File: config.mk
export PLATFORM = sky130hd
export DESIGN_NAME = rom_arbiter
export DESIGN_NICKNAME = d
export VERILOG_FILES = /design/src/rtl/rom_arbiter.sv
export SDC_FILE = /design/constraint.sdc
export NUM_CORES = 1
export LEC_CHECK = 0
export ABC_AREA = 1
export CAP_MARGIN = 30
export CORE_UTILIZATION = 50
export DETAILED_ROUTE_END_ITERATION = 10
export PLACE_DENSITY = 0.85
export SLEW_MARGIN = 10
export SYNTH_ARGS = -nofsm -noshare
export SYNTH_HDL_FRONTEND = slang
export SYNTH_SLANG_ARGS = --single-unit
File: constraint.sdc
create_clock -name clk -period 4.2 [get_ports clk]
set_input_delay 0.84 -clock clk [delete_from_list [all_inputs] [get_ports clk]]
set_output_delay 0.84 -clock clk [all_outputs]
set_load 0.05 [all_outputs]
File: src/rtl/rom_arbiter.sv
// Round-robin arbiter sharing one synchronous ROM among NREQ requesters.
// Each access walks IDLE -> READ -> DATA -> RESP; every output is registered.
module rom_arbiter #(
  parameter int unsigned NREQ = 4,
  parameter int unsigned AW   = 3,
  parameter int unsigned DW   = 8
) (
  input  logic              clk,
  input  logic              rst,
  input  logic [NREQ-1:0]   req,
  input  logic [NREQ*AW-1:0] req_addr,
  output logic [NREQ-1:0]   gnt,
  output logic [NREQ-1:0]   rsp_valid,
  output logic [DW-1:0]     rsp_data,
  output logic              busy,
  output logic              rom_en,
  output logic [AW-1:0]     rom_addr,
  input  logic [DW-1:0]     rom_data
);

  localparam int unsigned IW = (NREQ > 1) ? $clog2(NREQ) : 1;

  typedef enum logic [1:0] {StIdle, StRead, StData, StResp} state_e;

  state_e          state_q, state_d;
  logic [IW-1:0]   ptr_q, ptr_d;
  logic [IW-1:0]   win_q, win_d;
  logic [IW-1:0]   pick, cand;
  logic            found;

  logic [NREQ-1:0] gnt_d, rsp_valid_d;
  logic [DW-1:0]   rsp_data_d;
  logic            busy_d, rom_en_d;
  logic [AW-1:0]   rom_addr_d;

  // First requester at or above ptr, wrapping NREQ-1 -> 0.
  always_comb begin
    found = 1'b0;
    pick  = '0;
    cand  = '0;
    for (int unsigned i = 0; i < NREQ; i++) begin
      cand = IW'((32'(ptr_q) + i) % NREQ);
      if (!found && req[cand]) begin
        found = 1'b1;
        pick  = cand;
      end
    end
  end

  // Outputs are computed for the state being entered, then registered.
  always_comb begin
    state_d     = state_q;
    ptr_d       = ptr_q;
    win_d       = win_q;
    gnt_d       = '0;
    rsp_valid_d = '0;
    rsp_data_d  = rsp_data;
    busy_d      = 1'b1;
    rom_en_d    = 1'b0;
    rom_addr_d  = rom_addr;
    unique case (state_q)
      StIdle: begin
        busy_d = 1'b0;
        if (found) begin
          state_d     = StRead;
          win_d       = pick;
          rom_addr_d  = req_addr[pick*AW +: AW];
          gnt_d[pick] = 1'b1;
          rom_en_d    = 1'b1;
          busy_d      = 1'b1;
        end
      end
      StRead: begin
        ptr_d   = (win_q == IW'(NREQ - 1)) ? '0 : win_q + IW'(1);
        state_d = StData;
      end
      StData: begin
        rsp_data_d         = rom_data;
        rsp_valid_d[win_q] = 1'b1;
        state_d            = StResp;
      end
      StResp: begin
        busy_d  = 1'b0;
        state_d = StIdle;
      end
      default: state_d = StIdle;
    endcase
  end

  always_ff @(posedge clk or posedge rst) begin
    if (rst) begin
      state_q   <= StIdle;
      ptr_q     <= '0;
      win_q     <= '0;
      gnt       <= '0;
      rsp_valid <= '0;
      rsp_data  <= '0;
      busy      <= 1'b0;
      rom_en    <= 1'b0;
      rom_addr  <= '0;
    end else begin
      state_q   <= state_d;
      ptr_q     <= ptr_d;
      win_q     <= win_d;
      gnt       <= gnt_d;
      rsp_valid <= rsp_valid_d;
      rsp_data  <= rsp_data_d;
      busy      <= busy_d;
      rom_en    <= rom_en_d;
      rom_addr  <= rom_addr_d;
    end
  end

endmodule

-- After elaboration in Yosys (flattened, before gate mapping)
Index checks and enable logic that the tools add are counted.
- bits in registers: 27
- bits of input ports: 26
- output and inout port bits: 21
- word-level logic and storage cells: 67
- $add $sub $neg: 4
- multiply operators: 1
- magnitude comparators: 8
- eq/ne operators: 5
- shift-type cells: 1
- muxes and demuxes: 29
- reductions and logical operators: 10
- operators by type and width (operator ; count):
    2-bit by 3-bit < comparator with 1-bit output, second input constant ; 6
    1-bit 2-to-1 mux ; 12
    2-bit 2-to-1 mux ; 6
    4-bit 2-to-1 mux ; 3
    12-bit by 5-bit variable part select with 3-bit output ; 1
    1-bit binary-select mux with 2-bit select ; 4
    2-bit one-hot mux with 4 select lines ; 1
    2-bit == test, second input constant ; 3
    1-bit logical AND ; 5
    2-bit by 1-bit adder with 2-bit output, second input constant ; 2
    2-bit adder, second input constant ; 2
    1-bit demux with 2-bit select ; 2
    2-bit by 1-bit greater-or-equal comparator with 1-bit output, second input constant ; 2
    2-bit by 2-bit multiplier with 4-bit output, second input constant ; 1
    1-bit zero test ; 3
    2-bit by 1-bit == test with 1-bit output, second input constant ; 1
    2-bit zero test ; 1
    2-bit != test, second input constant ; 1
    1-bit one-hot mux with 2 select lines ; 1
    2-bit AND reduction ; 1

-- Logic depth before layout (Yosys ltp)
- word-level depth: 18
- gate-level depth with buffers: 15
- gate-level depth less buffers: 15

-- Least setup slack after synthesis
No wires, ideal clock.
- path kind: input to register
- start: input port req[1]
- end: register rom_addr[2]
- arrival time: 1.829 ns
- setup slack: 2.253 ns
- stages: 14
- path buffers: 0
- path through: inv_1 > nand2_2 > nand3_1 > nand2_2 > nor2_4 > nand3_1 > nand2_2 > nand2_4 > nand2_1 > nand2_1 > nand2_1 > nand2_1 > nand2_1 > nand2_1
- word-level cells in the longest chain between the ends: 14
- RTL lines (element ; line ; source):
    start, declared ; 10 ; input logic [NREQ-1:0] req,
    1-bit binary-select mux with 2-bit select ; 43 ; if (!found && req[cand]) begin
    1-bit 2-to-1 mux (implied by the code) ; 43 ;
    1-bit 2-to-1 mux ; 43 ;
    1-bit zero test ; 43 ;
    1-bit logical AND ; 43 ;
    1-bit 2-to-1 mux ; 43 ;
    1-bit zero test ; 43 ;
    1-bit logical AND ; 43 ;
    1-bit 2-to-1 mux ; 43 ;
    1-bit zero test ; 43 ;
    1-bit logical AND ; 43 ;
    2-bit 2-to-1 mux ; 43 ;
    2-bit by 2-bit multiplier with 4-bit output ; 67 ; rom_addr_d = req_addr[pick*AW +: AW];
    12-bit by 5-bit variable part select with 3-bit output ; 67 ;
    end signal, assigned ; 110 ; rom_addr <= rom_addr_d;
    end, declared ; 17 ; output logic [AW-1:0] rom_addr,
Several ways; a longest one is shown, not always the timed one. The select of a mux whose other input is x is not followed.
A chain may end at the register's enable or synchronous reset.

-- Worst setup path after layout
- start: register rsp_data[7]
- end: output port rsp_data[7]
- RTL lines (element ; line ; source):
    start, declared ; 14 ; output logic [DW-1:0] rsp_data,
    start signal, assigned ; 107 ; rsp_data <= rsp_data_d;
No word-level cell between the ends.

==> flow_summary.ini <==
[run_status]
status = finished, violations left
violations = DRC

[synth]
syn_avg_cell_area_sq_um = 8.33
syn_inst = 180
yosys.area.top_type = dfrtp_1
ys_seq_area_frac = 0.450
synth_seq_cells = 27
ys.flop_type = dfrtp_1
synth_nets = 214
yosysWarnings = 0
synth_edf_count = 0
yosys-top-cells-area = dfrtp_1 (45%), nand2_1 (17%), ha_1 (6.7%)
synth_area_sq_um = 1500
async_flop_share = 1.00
synth_top_area_share = 0.450
ys_types = 23

[sta]
slew_headroom = 0.649
min_period_ps = 2390
drv_slew = 0
hold_viol = 0
tightest_slew_ps = 524
setup_tns_ps = 0
period_share = 0.568
setup_violations = 0
fmax_ghz = 0.419
fin_ws_ps = 1810
rsz0062_at_grt = no
finalClockSkew_ps = 8.40

[clock_tree]
post_cts_buffers = 0
ctsResizeCount = 0
cts_num_sinks = 27
cts.clk_slew.worst_paths_ps = 150
root_buffer = clkbuf_4
tritoncts = done
numCtsBuffers = 3
clock_latency_ps = 330
cts_buffer_depth = 2
htree_levels = 1
holdBufCountCts = 0

[setup_path]
required_ps = 3360
endpoint_kind = output port
max_stage_delay_ps = 830
startpoint_type = register
crit_buf_inv = 1
crit_type = reg -> out
crit_chain = clkdlybuf4s50_1
cp_max_fo = 2
cpLargestDelayFamily = buffers and inverters
arrival_ps = 1550
slowest_stage = clkdlybuf4s50_1

[min_path]
holdCritPathClass = reg -> reg

[grt]
grt_pass1_wl_um = 5180
antenna_found_initial = 0
grt_max_degree = 18
grt_pass1_vias = 1217
track_usage = 0.211
grt-ovfl-total = 0

[floorplan]
dieHeight_um = 56.8
dieArea_sq_um = 3220
io_pins = 47
rows = 19
coreArea_sq_um = 2810
die_w_um = 56.8
start_util = 0.535

[route]
post-route-drc-count = 3
drtAntennaViolNets = 0
drtIter0Drc = 21
wl_per_cell_um = 11.1
wirelength_um = 2880
viasPerCell = 4.84
via_count = 1259
firstDrtPassIters = 7

[placement]
hpwl_um = 2310
place.gp.congestion = 0.763
dpl_worst_slack_ps = 1650
port_buffers = 46

[final_layout]
fillers = 221
regArea_sq_um = 676
synthToLayoutAreaGrowth_pct = 36.1
diodes = 0
fin_nets = 264
multiInputGateArea_sq_um = 732
drive_gt1_frac = 0.162

[flow_run]
cap_violations = 0

[power]
power_density_nw_per_um2 = 890
p_leak_nw = 1.04
ir_worst_vdd_v = 0.000688
[sequential cells by signal (all words and copies together) (netlist names)]
signal	cells
rsp_data	8
gnt	4
rsp_valid	4
rom_addr	3
ptr_q	2
state_q	2
win_q	2
busy	1
rom_en	1
[metal layers]
layer	GRT usage	wire length [um]	vias to the layer above
li1	-	-	656
met1	0.264	1280	564
met2	0.361	1420	32
met3	0.0461	129	7
met4	0.0732	52	0
met5	0	0	-
[Yosys cell counts (2+ instances only)]
library cell  number
dfrtp_1           27
ha_1               8
inv_1             16
inv_2              3
mux2_2             8
nand2_1           68
nand2_2           10
nand2_4            2
nand3_1           10
nor2_1             6
nor2_2             3
nor2_4             2
nor3_1             2
o21ai_0            6
[area by class of cell]
class	instances	share of cell area
tap	31	0.0190
multi-input combinational	131	0.358
sequential	27	0.331
inverter	20	0.0380
clock buffer	3	0.0110
timing repair buffer	47	0.239
clock inverter	1	0.00368
[worst paths after layout]
check	start	to	slack, ps	cells after the start
max	rsp_data[7]	rsp_data[7]	1810	1
min	rom_addr[1]	rom_addr[1]	510	2
max reg2reg	ptr_q[0]	rom_addr[1]	2260	15
min reg2reg	rom_addr[1]	rom_addr[1]	510	2
max in group asynchronous	rst	state_q[0]	2960	3
min in group asynchronous	rst	rsp_data[1]	790	2
[through the flow]
stage	hold slack [ps]	utilization	instance area, sq um	total power [W]	std cells
2_1_floorplan	514	-	1500	0.00140	180
3_3_place_gp	471	0.707	1980	0.00168	255
3_5_place_dp	470	0.717	2010	0.00171	256
4_1_cts	514	0.728	2040	0.00183	260
5_1_grt	550	0.728	2040	0.00198	260
6_report	515	0.728	2040	0.00182	260
[cells in the final DEF, fill, tap and decap left out, types with 3 or more instances in the layout]
| master | count |
|---|---|
| clkbuf_4 | 3 |
| inv_1 | 16 |
| nand3_1 | 10 |
| nand2_2 | 10 |
| nor2_2 | 3 |
| inv_2 | 3 |
| o21ai_0 | 6 |
| nand2_1 | 68 |
| ha_1 | 8 |
| clkdlybuf4s50_1 | 46 |
| mux2_2 | 8 |
| dfrtp_1 | 27 |
| nor2_1 | 6 |
[cells by family (layout without fill, tap and decap cells)]
group           count (synthesis)  in the layout  synth area share
simple gates                  104            104             0.316
flops                          27             27             0.450
buf+inv                        22             71            0.0617
compound gates                 11             11            0.0450
fa+ha+maj                       8              8            0.0667
mux                             8              8            0.0601
[where the power goes]
| group | switching (W) | total (W) | leakage [nW] | internal [W] |
|---|---|---|---|---|
| combinational | 0.000814 | 0.00125 | 0.691 | 0.000437 |
| sequential | 0.0000780 | 0.000452 | 0.337 | 0.000374 |
| clock | 0.0000780 | 0.000115 | 0.0139 | 0.0000365 |
| total | 0.000970 | 0.00182 | 1.04 | 0.000848 |
Note: power is estimated with default switching activity, not from simulation.
